### src/rtl/mcash_xbar_req_router.sv
// Request crossbar: per-channel input FIFOs feed per-bank round-robin arbiters,
// each bank presenting its winner from a registered output slot.
module mcash_xbar_req_router #(
  parameter int CH_NUM     = 3,
  parameter int BANK_NUM   = 4,
  parameter int FIFO_DEPTH = 2,
  parameter int OP_W       = 2,
  parameter int WID_W      = 8,
  parameter int BANK_HASH  = 0
) (
  input  logic                      clk_i,
  input  logic                      rst_i,
  input  logic [CH_NUM-1:0]         ch_req_valid_i,
  output logic [CH_NUM-1:0]         ch_req_allowIn_o,
  input  logic [CH_NUM*OP_W-1:0]    ch_req_op_i,
  input  logic [CH_NUM*28-1:0]      ch_req_addr_i,
  input  logic [CH_NUM*WID_W-1:0]   ch_req_wid_i,
  output logic [BANK_NUM-1:0]       bank_valid_o,
  input  logic [BANK_NUM-1:0]       bank_allowIn_i,
  output logic [BANK_NUM*3-1:0]     bank_ch_id_o,
  output logic [BANK_NUM*OP_W-1:0]  bank_opcode_o,
  output logic [BANK_NUM*28-1:0]    bank_addr_o,
  output logic [BANK_NUM*WID_W-1:0] bank_wid_o
);
  localparam int BW = $clog2(BANK_NUM);
  localparam int AW = $clog2(FIFO_DEPTH);
  localparam int PW = $clog2(CH_NUM);
  localparam int EW = OP_W + 28 + WID_W;

  // entry layout: {op, addr, wid}
  logic [EW-1:0]       fifo_mem [CH_NUM][FIFO_DEPTH];
  logic [AW:0]         wr_ptr [CH_NUM];
  logic [AW:0]         rd_ptr [CH_NUM];
  logic [CH_NUM-1:0]   empty;
  logic [CH_NUM-1:0]   full;
  logic [CH_NUM-1:0]   push;
  logic [CH_NUM-1:0]   pop;
  logic [EW-1:0]       head [CH_NUM];
  logic [BW-1:0]       tgt [CH_NUM];

  logic [PW-1:0]       rr_ptr [BANK_NUM];
  logic [PW-1:0]       rr_next [BANK_NUM];
  logic [CH_NUM-1:0]   req_hi [BANK_NUM];
  logic [CH_NUM-1:0]   req_lo [BANK_NUM];
  logic [CH_NUM-1:0]   grant [BANK_NUM];
  logic [2:0]          sel_ch [BANK_NUM];
  logic [EW-1:0]       grant_data [BANK_NUM];
  logic [BANK_NUM-1:0] grant_any;

  logic [BANK_NUM-1:0] slot_valid;
  logic [2:0]          slot_ch [BANK_NUM];
  logic [EW-1:0]       slot_data [BANK_NUM];

  // FIFO status, head entry and its target bank; allowIn sees only registered state
  always_comb begin
    for (int c = 0; c < CH_NUM; c++) begin
      empty[c] = (wr_ptr[c] == rd_ptr[c]);
      full[c]  = (wr_ptr[c][AW] != rd_ptr[c][AW]) &&
                 (wr_ptr[c][AW-1:0] == rd_ptr[c][AW-1:0]);
      head[c]  = fifo_mem[c][rd_ptr[c][AW-1:0]];
      tgt[c]   = head[c][WID_W +: BW] ^
                 ((BANK_HASH != 0) ? head[c][WID_W+8 +: BW] : {BW{1'b0}});
      ch_req_allowIn_o[c] = !rst_i && !full[c];
      push[c] = ch_req_valid_i[c] && ch_req_allowIn_o[c];
    end
  end

  // Per-bank round-robin: requesters at or above ptr win over those below it
  always_comb begin
    pop = '0;
    for (int b = 0; b < BANK_NUM; b++) begin
      req_hi[b]     = '0;
      req_lo[b]     = '0;
      grant[b]      = '0;
      sel_ch[b]     = 3'd0;
      grant_data[b] = '0;
      rr_next[b]    = rr_ptr[b];
      for (int k = 0; k < CH_NUM; k++) begin
        req_hi[b][k] = !empty[k] && (tgt[k] == BW'(b)) && (k >= int'(rr_ptr[b]));
        req_lo[b][k] = !empty[k] && (tgt[k] == BW'(b)) && (k < int'(rr_ptr[b]));
      end
      for (int k = CH_NUM - 1; k >= 0; k--) begin
        sel_ch[b] = req_lo[b][k] ? 3'(k) : sel_ch[b];
      end
      for (int k = CH_NUM - 1; k >= 0; k--) begin
        sel_ch[b] = req_hi[b][k] ? 3'(k) : sel_ch[b];
      end
      grant_any[b] = (!slot_valid[b] || bank_allowIn_i[b]) && (|{req_hi[b], req_lo[b]});
      for (int k = 0; k < CH_NUM; k++) begin
        grant[b][k]   = grant_any[b] && (int'(sel_ch[b]) == k);
        grant_data[b] = grant[b][k] ? head[k] : grant_data[b];
        rr_next[b]    = grant[b][k] ? PW'((k + 1) % CH_NUM) : rr_next[b];
      end
      pop = pop | grant[b];
    end
  end

  // Control state: FIFO pointers, arbiter pointers and slot valids
  always_ff @(posedge clk_i) begin
    if (rst_i) begin
      for (int c = 0; c < CH_NUM; c++) begin
        wr_ptr[c] <= '0;
        rd_ptr[c] <= '0;
      end
      for (int b = 0; b < BANK_NUM; b++) begin
        rr_ptr[b] <= '0;
      end
      slot_valid <= '0;
    end else begin
      for (int c = 0; c < CH_NUM; c++) begin
        if (push[c]) wr_ptr[c] <= wr_ptr[c] + (AW+1)'(1);
        if (pop[c])  rd_ptr[c] <= rd_ptr[c] + (AW+1)'(1);
      end
      for (int b = 0; b < BANK_NUM; b++) begin
        rr_ptr[b] <= rr_next[b];
        if (grant_any[b]) begin
          slot_valid[b] <= 1'b1;
        end else if (bank_allowIn_i[b]) begin
          slot_valid[b] <= 1'b0;
        end else begin
          slot_valid[b] <= slot_valid[b];
        end
      end
    end
  end

  // Payload storage; contents are meaningless while the matching valid is low
  always_ff @(posedge clk_i) begin
    for (int c = 0; c < CH_NUM; c++) begin
      if (push[c]) begin
        fifo_mem[c][wr_ptr[c][AW-1:0]] <= {ch_req_op_i[c*OP_W +: OP_W],
                                           ch_req_addr_i[c*28 +: 28],
                                           ch_req_wid_i[c*WID_W +: WID_W]};
      end
    end
    for (int b = 0; b < BANK_NUM; b++) begin
      if (grant_any[b]) begin
        slot_ch[b]   <= sel_ch[b];
        slot_data[b] <= grant_data[b];
      end
    end
  end

  // Flatten slot registers onto the bank ports
  always_comb begin
    bank_valid_o = slot_valid;
    for (int b = 0; b < BANK_NUM; b++) begin
      bank_ch_id_o[b*3 +: 3]        = slot_ch[b];
      bank_opcode_o[b*OP_W +: OP_W] = slot_data[b][WID_W+28 +: OP_W];
      bank_addr_o[b*28 +: 28]       = slot_data[b][WID_W +: 28];
      bank_wid_o[b*WID_W +: WID_W]  = slot_data[b][0 +: WID_W];
    end
  end

endmodule

### config.mk
export PLATFORM = sky130hd
export DESIGN_NAME = mcash_xbar_req_router
export DESIGN_NICKNAME = d
export VERILOG_FILES = /design/src/rtl/mcash_xbar_req_router.sv
export SDC_FILE = /design/constraint.sdc
export NUM_CORES = 1
export LEC_CHECK = 0
export ABC_AREA = 0
export BUFFER_PORTS_ARGS = -buffer_cell sky130_fd_sc_hd__buf_2
export CORE_UTILIZATION = 60
export CTS_CLUSTER_DIAMETER = 150
export DETAILED_ROUTE_END_ITERATION = 8
export HOLD_SLACK_MARGIN = 0.02
export MAX_ROUTING_LAYER = met4
export PLACE_DENSITY_LB_ADDON = 0.05
export SYNTH_ARGS = -nofsm -noshare
export SYNTH_HDL_FRONTEND = slang
export SYNTH_SLANG_ARGS = --single-unit
### constraint.sdc
create_clock -name clk_i -period 9.4 [get_ports clk_i]
set_input_delay 0.47 -clock clk_i [delete_from_list [all_inputs] [get_ports clk_i]]
set_output_delay 0.47 -clock clk_i [all_outputs]
set_load 0.02 [all_outputs]
### After elaboration in Yosys (flattened, before gate mapping)

Memory sizes are Yosys's and may differ from the RTL's.
Cells that the tools add are included.

* logic and storage cells: 301
* memories kept: 6
* RAM bits: 408
* output and inout port bits: 171
* flip-flop bits (word level): 4
* bits of input ports: 123

* eq/ne operators: 26
* order comparisons: 33
* reductions and logical operators: 94
* muxes and demuxes: 113
* add/sub/neg operators: 6
* bitwise operators: 19

Memories
* fifo_mem: words 3, width 76, read ports 3, clocked after memory_dff 0, write ports 3, RTL line 31 `logic [EW-1:0] fifo_mem [CH_NUM][FIFO_DEPTH];`
* slot_data: words 4, width 38, read ports 4, clocked after memory_dff 0, write ports 4, RTL line 52 `logic [EW-1:0] slot_data [BANK_NUM];`
* rr_ptr: words 4, width 2, read ports 4, clocked after memory_dff 0, write ports 4, RTL line 41 `logic [PW-1:0] rr_ptr [BANK_NUM];`
* slot_ch: words 4, width 2, read ports 4, clocked after memory_dff 0, write ports 4, RTL line 51 `logic [2:0] slot_ch [BANK_NUM];`
* rd_ptr: words 3, width 2, read ports 3, clocked after memory_dff 0, write ports 3, RTL line 33 `logic [AW:0] rd_ptr [CH_NUM];`
* wr_ptr: words 3, width 2, read ports 3, clocked after memory_dff 0, write ports 3, RTL line 32 `logic [AW:0] wr_ptr [CH_NUM];`

Operators with widths (count)
* 38-bit 2-to-1 mux: 24
* 76-bit 2-to-1 mux: 3
* 38-bit demux with 1-bit select: 3
* 2-bit 2-to-1 mux: 46
* 1-bit logical AND: 64
* 1-bit 2-to-1 mux: 37
* 6-bit OR reduction: 4
* 2-bit equality test, second input constant: 10
* 1-bit by 2-bit greater-or-equal comparator with 1-bit output, first input constant: 8
* 1-bit by 2-bit < comparator with 1-bit output, first input constant: 8
* 2-bit by 1-bit equality test with 1-bit output, second input constant: 7
* 2-bit by 1-bit adder with 2-bit output, second input constant: 6
* 2-bit greater-or-equal comparator, second input constant: 6
* 3-bit logical NOT: 4
* 1-bit NOT with 2-bit output: 6
* 1-bit logical NOT: 11
* 1-bit OR: 10
* 3-bit OR: 3
* 2-bit greater-or-equal comparator, first input constant: 4
* 2-bit < comparator, first input constant: 4
* 2-bit nonzero test: 4
* 2-bit equality test: 3
* 2-bit logical NOT: 3
* 2-bit by 1-bit < comparator with 1-bit output, second input constant: 3
* 3 further kinds: 10

### Longest topological paths before layout

An unclocked memory read counts as a cell.

* depth in word-level cells: 23
* depth in mapped cells: 11

### Worst setup path before layout

No wires, ideal clock.

* path kind: register to register
* from: memory rd_ptr[0][1] (netlist name)
* to: memory rr_ptr[3][1] (netlist name)
* slack: 5.632 ns
* data arrival time: 3.681 ns
* cell stages (with the launch flop): 8
* period minus slack after synthesis: 3.768 ns
* library setup time: 0.087 ns
* cells stage by stage: edfxtp_1 > xnor2_2 > a2111oi_4 > nor2_2 > and3_1 > nor2_1 > o21ai_0 > a211oi_1

RTL lines (RTL line)
* from (decl): 33
* to (decl): 41

==> results.json <==
{
  "status": "finished clean",
  "tightest_slew_ns": 1.445,
  "cp.arrival_ns": 4.77,
  "hold_viol": 0,
  "place_congestion": 0.9119,
  "max-slew-margin-rel_pct": 3.453,
  "fin_crit_ns": 4.434,
  "syn_inst": 1241,
  "critical-path-top-delay-family": "compound AO/OA/AOI/OAI gates",
  "drcViolationCount": 0,
  "start_kind": "register",
  "maxSlewViolCount": 0,
  "fin_worst_skew_ns": 0.01712,
  "powerDensity_nw_per_um2": 385.7,
  "path_cells": "inv_1 > a2111oi_1 > nor2_1 > nand2_1 > o21ai_0 > inv_2 > buf_4 > nand2_2 > o22ai_1",
  "ys.flop_type": "edfxtp_1",
  "cts_resized": 0,
  "cp-startpoint": "rd_ptr[0][4]",
  "setup_violations": 0,
  "drive_gt1_share_pct": 34.23,
  "ctsHtreeMaxLevel": 2,
  "max_freq_mhz": 225.5,
  "rows": 63,
  "area_growth_pct": 17.53,
  "grt_pass1_vias": 11890,
  "yosys_warnings": 0,
  "power_leakage_nw": 7.976,
  "clockRootBuffer": "clkbuf_16",
  "antenna_found_initial": 7,
  "worstSetupPathType": "reg -> reg",
  "max_cap_viol_count": 0,
  "gr-usage-all-layers_pct": 33.39,
  "placed_area_sq_um": 19850,
  "cp_max_fo": 36,
  "overflow": 0,
  "start_util_pct": 60.85,
  "fillCellCount": 1995,
  "synth-edff-count": 400,
  "port_buffers": 289,
  "hold_class": "in -> reg",
  "path_buf_inv": 3,
  "setup-tns-final_ns": 0,
  "syn_area_per_cell_sq_um": 14.53,
  "routed_wl_mm": 50.47,
  "rsz0062_at_grt": "false",
  "yosys.area.top_type": "edfxtp_1",
  "numCtsBuffers": 42,
  "path_clk_slew_ns": 0.07,
  "clkLatencyLatePin_ns": 0.54,
  "vias": 12220,
  "die_w_microns": 175.4,
  "grt_pass1_wl_mm": 72.35,
  "ant_nets": 0,
  "cp_slowest_cell": "edfxtp_1",
  "worstPathRequired_ns": 9.74,
  "yosys_register_bits": 412,
  "reg2reg_from": "rd_ptr[0][4]",
  "clock-sinks": 412,
  "final_cell_area_sq_um": 21190,
  "avgRoutedWirePerCell_microns": 25.84,
  "async_flop_share_pct": 0,
  "syn_area_sq_um": 18030,
  "yosys-top-cells-area": "edfxtp_1 67%, mux2_2 6.7%, mux2i_1 4.0%",
  "hold_path.startpoint": "ch_req_addr_i[12]",
  "drt-initial-drc-count": 1536,
  "period_share_pct": 47.17,
  "max_stage_delay_ns": 1.02,
  "nets": 1649,
  "grt_max_degree": 61,
  "cts_setup_buffers": 0,
  "synth_top_cell_area_share_pct": 66.61,
  "first_pass_iters": 6,
  "tritoncts": "built",
  "ios": 294,
  "die_h_microns": 175.4,
  "endpoint_kind": "register",
  "yosysSeqAreaShare_pct": 67.94,
  "ir_drop_mv": 0.1992,
  "core-area_sq_um": 29640,
  "fp.dieArea_sq_um": 30750,
  "place_hpwl_mm": 30.59,
  "routed_via_density": 6.257,
  "cts_hold_buf": 0,
  "yosysUniqueCellTypes": 68,
  "cts_max_path_buffers": 3
}
==> Yosys cell counts (all sizes together) (4+ instances only) <==
cell	n
edfxtp	400
nand2	119
a22oi	107
mux2	107
o21ai	83
mux2i	72
inv	60
buf	43
nor2	38
o22ai	37
clkbuf	36
a21oi	23
a2111oi	12
dfxtp	12
xnor2	12
nand2b	11
a311oi	6
a211oi	5
nand3	5
nor2b	5
nor4	4
==> layout by cell type (no fill, tap or decap), drive strengths merged, types with 2 or more instances in the layout <==
cell      count
dfxtp        12
and3b         2
clkinvlp      5
a211oi        5
diode         9
a21oi        23
a21boi        2
mux2i        72
clkinv       10
xor2          3
nand3         5
xnor2        12
nand3b        2
o21ai        83
conb          8
or2           3
nor2b         5
o22ai        37
nor3          2
nand2b       11
nand2       119
nor2         38
bufinv        3
a22oi       107
o22a          2
nor4b         2
edfxtp      400
o211ai        2
a2111oi      12
o2111ai       3
nor4          4
buf         313
and2          2
clkbuf       53
a311oi        6
mux2        107
inv          61
and3          3
==> path summary, 6_finish.rpt <==
path | endpoint | cells after the start | slack (ns)
worst max-delay path | slot_data[2][0] | 9 | 4.97
worst min-delay path | fifo_mem[0][20] | 1 | 0.12
worst max register to register | slot_data[2][0] | 9 | 4.97
worst min register to register | rr_ptr[1][0] | 2 | 0.54
==> flip-flops by register name, summed over array words and instances, names as in the netlist <==
signal,cells
bank_valid_o,4
fifo_mem,228
rd_ptr,6
rr_ptr,8
slot_ch,8
slot_data,152
wr_ptr,6
==> final cells by class <==
cell class                      instances  area [sq um]  area share (%)
Multi-Input combinational cell        697          5259           24.81
Inverter                               60         225.2           1.063
Clock inverter                         19         177.7          0.8383
Clock buffer                           53          1144           5.396
Sequential cell                       412         12250           57.81
Tap cell                              390         488.0           2.302
Antenna cell                            9         22.52          0.1063
Timing Repair Buffer                  313          1627           7.675
==> logic make-up after synthesis <==
logic type,count (synthesis),synth area share (%)
XOR/XNOR,15,0.8118
multiplexers,179,10.68
other,1,0.02079
buffers and inverters,139,3.656
AO/OA/AOI/OAI,292,11.61
flip-flops,412,67.94
adder cells (fa/ha/maj),1,0.06244
AND/OR/NAND/NOR,202,5.225
==> per-layer routing <==
metal | global-route usage [%] | up-vias | routed length (microns)
met3 | 6.320 | 105 | 5503
met1 | 44.09 | 5976 | 19620
li1 | - | 5341 | -
met2 | 51.93 | 797 | 23840
met5 | - | - | 0
met4 | 12.25 | 0 | 1503
==> power breakdown <==
group | switching, W | leakage [nW] | internal (W)
Sequential | 0.000275 | 3.90 | 0.00287
Combinational | 0.00237 | 3.45 | 0.00104
Clock | 0.000674 | 0.630 | 0.000940
Total | 0.00332 | 7.98 | 0.00486
==> per-stage QoR <==
step | total power (W) | setup WS (ns) | cells | utilization (%) | hold slack (ns)
floorplan | 0.005352 | 5.632 | 1248 | - | 0.4811
global placement | 0.006471 | 5.194 | 1872 | 66.97 | 0.5194
detailed placement | 0.006523 | 5.051 | 1872 | 66.97 | 0.5215
CTS | 0.008133 | 5.036 | 1944 | 71.43 | 0.1088
global route | 0.008464 | 4.685 | 1952 | 71.50 | 0.1048
finish | 0.008174 | 4.966 | 1953 | 71.51 | 0.1187
No activity file was read; power rests on OpenSTA's default activity.
